`config.mk`:
```
export PLATFORM = sky130hd
export DESIGN_NAME = crack_sched
export DESIGN_NICKNAME = d
export VERILOG_FILES = /design/src/rtl/crack_sched_pkg.sv /design/src/rtl/crack_sched_prio.sv /design/src/rtl/crack_sched.sv
export SDC_FILE = /design/constraint.sdc
export NUM_CORES = 1
export LEC_CHECK = 0
export ABC_AREA = 1
export CAP_MARGIN = 20
export CELL_PAD_IN_SITES_DETAIL_PLACEMENT = 1
export CELL_PAD_IN_SITES_GLOBAL_PLACEMENT = 2
export CORE_AREA = 2 2 92 94
export DETAILED_ROUTE_END_ITERATION = 16
export DIE_AREA = 0 0 94 96
export DONT_BUFFER_PORTS = 1
export PLACE_DENSITY = 0.83
export RECOVER_POWER = 25
export SLEW_MARGIN = 0
export SYNTH_ARGS = -nofsm -noshare
export SYNTH_HDL_FRONTEND = slang
export SYNTH_SLANG_ARGS = --single-unit
```
`constraint.sdc`:
```
create_clock -name clk -period 1.5 [get_ports clk]
set_input_delay 0.075 -clock clk [delete_from_list [all_inputs] [get_ports clk]]
set_output_delay 0.075 -clock clk [all_outputs]
set_load 0.05 [all_outputs]
```
`src/rtl/crack_sched_pkg.sv`:
```
// Shared types for the RC4 key-space scheduler.
// Provides the FSM state enum, the default key width and the key type.
package crack_sched_pkg;

   localparam int CS_KEY_W = 24;

   typedef logic [CS_KEY_W-1:0] key_t;

   typedef enum logic [2:0] {
      S_IDLE,
      S_SYNC,
      S_LAUNCH,
      S_RUN,
      S_ABORT,
      S_DRAIN
   } state_t;

endpackage

```
`src/rtl/crack_sched_prio.sv`:
```
// Lowest-index priority encoder over the per-engine found vector.
// Ports: i_vec (request bits), o_idx (lowest set index), o_hit (any set).
module crack_sched_prio #(
   parameter int N  = 2,
   parameter int IW = 1
) (
   input  logic [N-1:0]  i_vec,
   output logic [IW-1:0] o_idx,
   output logic          o_hit
);

   // Scan from the top down so the lowest set index is written last.
   always_comb begin
      o_idx = '0;
      o_hit = 1'b0;
      for (int i = N - 1; i >= 0; i--) begin
         if (i_vec[i]) begin
            o_idx = IW'(i);
            o_hit = 1'b1;
         end
      end
   end

endmodule

```
`src/rtl/crack_sched.sv`:
```
// Key-space scheduler: runs NUM_ENG crack engines over interleaved key
// ranges, keeps the first valid key, aborts the rest, reports via en/rdy.
// Ports: clk, rst_n (async, active-low); en/rdy start handshake;
//   key/key_valid/found_eng/timeout result; eng_* engine array interface.
// Optional: define CRACK_SCHED_TIMEOUT_EN to enable the RUN watchdog.
module crack_sched
   import crack_sched_pkg::*;
#(
   parameter int NUM_ENG        = 2,
   parameter int KEY_W          = CS_KEY_W,
   parameter int TIMEOUT_CYCLES = 2**30,
   localparam int IW = (NUM_ENG > 1) ? $clog2(NUM_ENG) : 1
) (
   input  logic                     clk,
   input  logic                     rst_n,
   input  logic                     en,
   output logic                     rdy,
   output logic [KEY_W-1:0]         key,
   output logic                     key_valid,
   output logic [IW-1:0]            found_eng,
   output logic                     timeout,
   output logic [NUM_ENG-1:0]       eng_en,
   output logic [NUM_ENG-1:0]       eng_abort,
   output logic [NUM_ENG*KEY_W-1:0] eng_key_start,
   output logic [KEY_W-1:0]         eng_key_stride,
   input  logic [NUM_ENG-1:0]       eng_rdy,
   input  logic [NUM_ENG*KEY_W-1:0] eng_key,
   input  logic [NUM_ENG-1:0]       eng_key_valid
);

   state_t             r_state;
   state_t             w_next;
   logic [NUM_ENG-1:0] r_busy_seen;
   logic [NUM_ENG-1:0] r_done;
   logic [NUM_ENG-1:0] w_done_now;
   logic [NUM_ENG-1:0] w_found;
   logic [IW-1:0]      w_win;
   logic               w_hit;
   logic               w_all_rdy;
   logic               w_all_done;
   logic               w_to;
   logic [KEY_W-1:0]   w_win_key;
   logic [KEY_W-1:0]   r_key;
   logic               r_kv;
   logic [IW-1:0]      r_fe;
   logic               r_to;

   for (genvar g = 0; g < NUM_ENG; g++) begin : g_start
      assign eng_key_start[g*KEY_W +: KEY_W] = KEY_W'(g);
   end
   assign eng_key_stride = KEY_W'(NUM_ENG);

   // An engine only counts as done once it has been seen busy, so a
   // stale rdy right after launch is never mistaken for completion.
   assign w_all_rdy  = &eng_rdy;
   assign w_done_now = r_busy_seen & eng_rdy & ~r_done;
   assign w_all_done = &(r_done | w_done_now);
   assign w_found    = (r_state == S_RUN) ? (w_done_now & eng_key_valid)
                                          : '0;

   crack_sched_prio #(
      .N  (NUM_ENG),
      .IW (IW)
   ) u_prio (
      .i_vec (w_found),
      .o_idx (w_win),
      .o_hit (w_hit)
   );

   assign w_win_key = eng_key[int'(w_win)*KEY_W +: KEY_W];

`ifdef CRACK_SCHED_TIMEOUT_EN
   localparam int CW = $clog2(TIMEOUT_CYCLES) + 1;
   logic [CW-1:0] r_cnt;

   always_ff @(posedge clk or negedge rst_n) begin
      if (!rst_n) begin
         r_cnt <= '0;
      end else if (r_state == S_LAUNCH) begin
         r_cnt <= '0;
      end else if (r_state == S_RUN) begin
         r_cnt <= r_cnt + CW'(1);
      end
   end

   assign w_to = (r_state == S_RUN) && (r_cnt == CW'(TIMEOUT_CYCLES - 1));
`else
   localparam int unused_timeout = TIMEOUT_CYCLES;
   assign w_to = 1'b0;
`endif

   always_ff @(posedge clk or negedge rst_n) begin
      if (!rst_n) r_state <= S_IDLE;
      else        r_state <= w_next;
   end

   always_comb begin
      w_next = r_state;
      unique case (r_state)
         S_IDLE:   if (en) w_next = S_SYNC;
         S_SYNC:   if (w_all_rdy) w_next = S_LAUNCH;
         S_LAUNCH: w_next = S_RUN;
         S_RUN: begin
            if (w_hit)           w_next = S_ABORT;
            else if (w_all_done) w_next = S_IDLE;
            else if (w_to)       w_next = S_ABORT;
         end
         S_ABORT:  w_next = S_DRAIN;
         S_DRAIN:  if (w_all_rdy) w_next = S_IDLE;
         default:  w_next = S_IDLE;
      endcase
   end

   always_ff @(posedge clk or negedge rst_n) begin
      if (!rst_n) begin
         r_busy_seen <= '0;
         r_done      <= '0;
         r_key       <= '0;
         r_kv        <= 1'b0;
         r_fe        <= '0;
         r_to        <= 1'b0;
      end else begin
         unique case (r_state)
            S_IDLE: begin
               if (en) begin
                  r_key <= '0;
                  r_kv  <= 1'b0;
                  r_fe  <= '0;
                  r_to  <= 1'b0;
               end
            end
            S_LAUNCH: begin
               r_busy_seen <= '0;
               r_done      <= '0;
            end
            S_RUN: begin
               r_busy_seen <= r_busy_seen | ~eng_rdy;
               r_done      <= r_done | w_done_now;
               if (w_hit) begin
                  r_key <= w_win_key;
                  r_fe  <= w_win;
                  r_kv  <= 1'b1;
               end else if (w_all_done) begin
                  r_key <= '0;
                  r_kv  <= 1'b0;
               end else if (w_to) begin
                  r_to  <= 1'b1;
                  r_kv  <= 1'b0;
               end
            end
            default: ;
         endcase
      end
   end

   // Engines already done (including the winner) are never aborted.
   assign rdy       = (r_state == S_IDLE);
   assign eng_en    = {NUM_ENG{r_state == S_LAUNCH}};
   assign eng_abort = (r_state == S_ABORT) ? ~r_done : '0;
   assign key       = r_key;
   assign key_valid = r_kv;
   assign found_eng = r_fe;
   assign timeout   = r_to;

endmodule

```
# Word level (Yosys, flattened, before mapping)
# Index checks and enable logic that the tools add are counted.
# totals
ff_bits	33
out_inout_bits	104
# op_classes
multipliers	1
n_eq_ne	10
shift	1
n_mux	23
n_bitwise	7
reduce_logical	8
# op_table
cell	count
$mux W24	3
$pmux W24 S2	1
$shiftx A48 B7 Y24	1
$pmux W3 S6	1
$mux W3	5
$pmux W2 S2	2
$mux W1	7
$and A2 B2 Y2	3
$eq A3 B2 Y1 const B	2
$eq A3 B3 Y1 const B	2
$ne A2 B2 Y1 const B	3
$reduce_and A3 Y1	2
$mux W2	2
$not A2 Y2	2
$or A2 B2 Y2	2
$pmux W1 S2	2
$reduce_and A2 Y1	2
$reduce_and A4 Y1	1
$reduce_bool A2 Y1	2
$eq A3 B1 Y1 const B	1
$logic_not A3 Y1	1
$mul A1 B2 Y3 const B	1
$ne A3 B2 Y1 const B	1
$ne A2 B1 Y1 const B	1

# Depth between registers and ports, before layout
# logic_depth
ltp_word	10
depth_mapped	10
mapped_depth_nobuf	9

# Hierarchy
# A second synthesis with hierarchy kept.
# unflattened
cells_unflattened	303
hier_area_um2	2317.2
# by_module_without_submodules
mod	n_inst	cells_each	area_per_inst_um2
crack_sched	1	299	2302.2
crack_sched_prio	1	4	15.0

# Worst setup path after synthesis
# OpenSTA, ideal clock, no wires.
# synth_timing
path_type	register to register
from	register r_state[1]
to	register r_key[0], in the netlist key[0]
arrival_ns	1.704
t_required_ns	1.435
path_slack_ns	-0.269
stages_incl_launch_ff	11
period_less_slack_ns	1.769
cell_sequence	dfrtp_1 inv_1 nand2_1 nor2_2 nand2_1 nand2_1 inv_2 nand2_2 buf_6 nand2_1 nand2_1
# synth_between
word_cells_on_any_way	14
classes_between	mul: 1; eq/ne: 3; shift: 1; mux: 6; reduce/logical: 3
# synth_lines
element	line_no	source
from (decl)	crack_sched.sv:31	state_t r_state;
from (signal assigned)	crack_sched.sv:94	else r_state <= w_next;
$logic_not A3 Y1 (*)	n/a	
net rdy	crack_sched.sv:17	output logic rdy,
$ne A2 B2 Y1 (no source line) or $reduce_bool A2 Y1 (tied branches)	n/a	
$reduce_and A3 Y1 (no source line)	n/a	
to (signal assigned)	crack_sched.sv:140	r_key <= w_win_key;
to (decl)	crack_sched.sv:43	logic [KEY_W-1:0] r_key;
# Mark *: on every way through the listed nets, which the timed path passes. The rest lies on a longest branch.
# A chain may end at the register's enable or synchronous reset.

# Final worst setup path
# layout_timing
from	register r_state[1]
to	output port eng_abort[0]
# layout_between
elab_chain_cells	2
# layout_rtl
element	line_no	source
$eq A3 B3 Y1	crack_sched.sv:159	assign eng_abort = (r_state == S_ABORT) ? ~r_done : '0;
$mux W2	crack_sched.sv:159	
to (decl)	crack_sched.sv:23	output logic [NUM_ENG-1:0] eng_abort,
# No other way between the ends.

==> results by group <==
Status
  – Status: finished clean

Power and ir drop
  – Leakage: between 1.5 and 2 nW
  – Max IR drop VDD: between 0.0004 and 0.0005 V
  – Pwr Density: 2028 nW/um^2

Critical path
  – Required time worst endpoint: roughly 1.4 ns
  – Worst endpoint data arrival time: between 1 and 1.5 ns
  – CP startpoint kind: flip-flop
  – WS Path Type: reg -> out
  – Max FO, Critical Path: 7
  – Crit. End Element: output port

Yosys
  – Most common cell in the netlist: nand2_1
  – Post-synth EDFFs: 0
  – Syn Inst Count: 333
  – Commonest cells post-synth: nand2_1 (96), buf_4 (76), inv_1 (38), dfrtp_1 (33), nand3_1 (30)
  – Synth warn: 0
  – Ys flop type: dfrtp_1
  – Post-synthesis register bit count: 33
  – Post-synth ARST share: 1.000
  – Syn_area_per_cell: a little over 7 um^2
  – Leading area contributor after synthesis: dfrtp_1
  – Post-Syn Area: 2411 um^2
  – Post-synth top area share: 0.3425
  – Count of different cell masters after synthesis: 23
  – Synth top area cells: dfrtp_1 (34%), buf_4 (24%), nand2_1 (15%)
  – Post-synthesis sequential area ratio: 0.3425

Global routing
  – GRT overflow: 0
  – Initial antenna violation count: 4
  – Largest net degree at the start of global routing: 45
  – Tot GR Track Use: 0.1178
  – Vias in the first global route: around 1700
  – First-pass GRT wire length: approximately 8.2 mm

Clocking
  – Clock latency on the worst-skew pair: around 0.28 ns
  – CTS tree: yes
  – Number of CTS-inserted buffers: 5
  – CTS Sinks: 33
  – Clock slew at reported path FFs: roughly 0.070 ns
  – Clk root buf: clkbuf_8
  – CTS H-tree lvls: 2
  – CTS Buffer Depth: 2

Timing
  – Max-slew violations: 0
  – Min Hold Slack: around 0.018 ns
  – Slew Limit Headroom: 0.4313
  – F_max: between 600 and 700 MHz
  – Worst Max-Slew Pin Slew: roughly 0.85 ns
  – Setup TNS: 0 ns
  – Period utilisation layout: 0.9605
  – Final Skew: roughly 0.0092 ns
  – Minimum clock period: between 1 and 1.5 ns
  – RSZ-0062 raised after global routing: no
  – Final hold violation count: 0
  – Final Setup Violations: 0

Route
  – Vias per cell: approximately 4.1
  – # DRC: 0
  – Vias: about 1900
  – Final wirelength: approximately 5.9 mm
  – Router iterations before antenna repair: 4
  – Post-route ant nets: 0
  – First DRT Iteration DRCs: 39
  – Drt wl/cell: between 10 and 15 um

Final layout
  – Area grow syn2layout: 8.459%
  – Nets: slightly above 400
  – Fillcell total: 1036
  – Fin util: 0.3248
  – Cell area after layout: approximately 2600 um^2
  – Fraction of layout cells with a size suffix above 1: 0.1748

Job
  – Max capacitance violation total: 0

Floorplanning
  – IO Count: ~160
  – Die area: around 9000 um^2
  – Std-Cell Core Area: just over 8000 um^2
  – Die W: about 94 um
  – Row count: 33
  – Initial Utilization: 0.2995
  – Die Span Y: about 96 um

Placement
  – IO buf count: 0
  – Placer Congestion: approximately 0.75
  – Placement-stage cell area: roughly 2300 um^2
  – DP HPWL: roughly 4.2 mm

Hold path
  – Worst Hold Class: in -> reg
## cells by family after synthesis
| group | synth area share |
|---|---|
| AND/OR/NAND/NOR | 0.3103 |
| buffers and inverters | 0.3186 |
| flip-flops | 0.3425 |
| AO/OA/AOI/OAI | 0.02543 |
| other | 0.003115 |
## metrics by stage
stage | std cells | total power, mW | setup WS [ns]
2_1_floorplan | 404 | 3.912 | 0.001562
6_report | 458 | 5.303 | 0.05918
5_1_grt | 458 | 5.648 | 0.002355
3_3_place_gp | 437 | 4.125 | 0.1100
4_1_cts | 451 | 5.144 | 0.002129
3_5_place_dp | 437 | 4.191 | 0.07252
## sequential cells by signal (all words and copies together) (netlist names)
signal,cells
r_done,2
found_eng,1
r_busy_seen,2
key_valid,1
r_state,3
key,24
## final timing paths
kind / startpoint / end / slack (ns) / depth (start not counted)
min in group asynchronous: rst_n / r_busy_seen[0] / 0.43 / 2
worst max-delay path: r_state[1] / eng_abort[0] / 0.06 / 5
worst max register to register: r_done[0] / key[22] / 0.08 / 6
max in group asynchronous: rst_n / r_state[2] / 0.48 / 2
worst min-delay path: eng_key[32] / key[8] / 0.02 / 4
worst min register to register: r_busy_seen[0] / r_busy_seen[0] / 0.50 / 1
## layout make-up
type | count | area [um^2] | share of cell area
multi-input cells | 248 | 1145 | 0.4378
flip-flops and latches | 33 | 827.0 | 0.3163
well taps | 105 | 131.4 | 0.05024
clock buffers | 7 | 86.33 | 0.03301
clock inverters | 1 | 30.03 | 0.01148
repair buffers | 20 | 235.2 | 0.08995
inverters | 40 | 150.1 | 0.05742
diodes | 4 | 10.01 | 0.003828
## layout by cell type (no fill, tap or decap), types with 3 or more instances in the layout
cell / netlist / layout
nand2_1: 96 / 94
conb_1: 2 / 73
inv_1: 38 / 35
dfrtp_1: 33 / 32
nand3_1: 30 / 29
or2_2: 17 / 17
buf_4: 76 / 9
or2_1: 6 / 6
clkbuf_8: 0 / 6
inv_2: 2 / 5
diode_2: 0 / 4
o21ai_0: 4 / 4
nand2_2: 3 / 3
nor2_2: 1 / 3
nor2_1: 6 / 3
dlygate4sd3_1: 0 / 3
buf_12: 0 / 3
## report_power, final
part | switching [mW] | internal (mW) | total, mW
clock network | 0.320 | 0.542 | 0.862
registers | 0.981 | 1.17 | 2.15
logic | 1.61 | 0.678 | 2.29
## layer usage
metal	track usage	up-vias	routed length (um)	part of all wire
li1	-	893	-	-
met1	0.1287	866	2306	0.39
met2	0.2071	98	2967	0.50
met3	0.04464	7	560	0.095
met4	0.04589	0	77	0.013
met5	0	-	0	0
## timing repair
action,4_1_cts,5_1_grt
cloned,0,3
hold buffers,4,0
hold endpoints to repair,35,0
buffers inserted,2,0
pin swaps,1,3
resized for setup,1,11
endpoints found under the setup margin,4,29
## critical path, cell delays in order, from the launching register on
cell     delay, ns
dfrtp_1       0.40
inv_2         0.07
buf_4         0.15
nand3_2       0.13
nor2_1        0.16
buf_6         0.18
No activity file was read; power rests on OpenSTA's default activity.
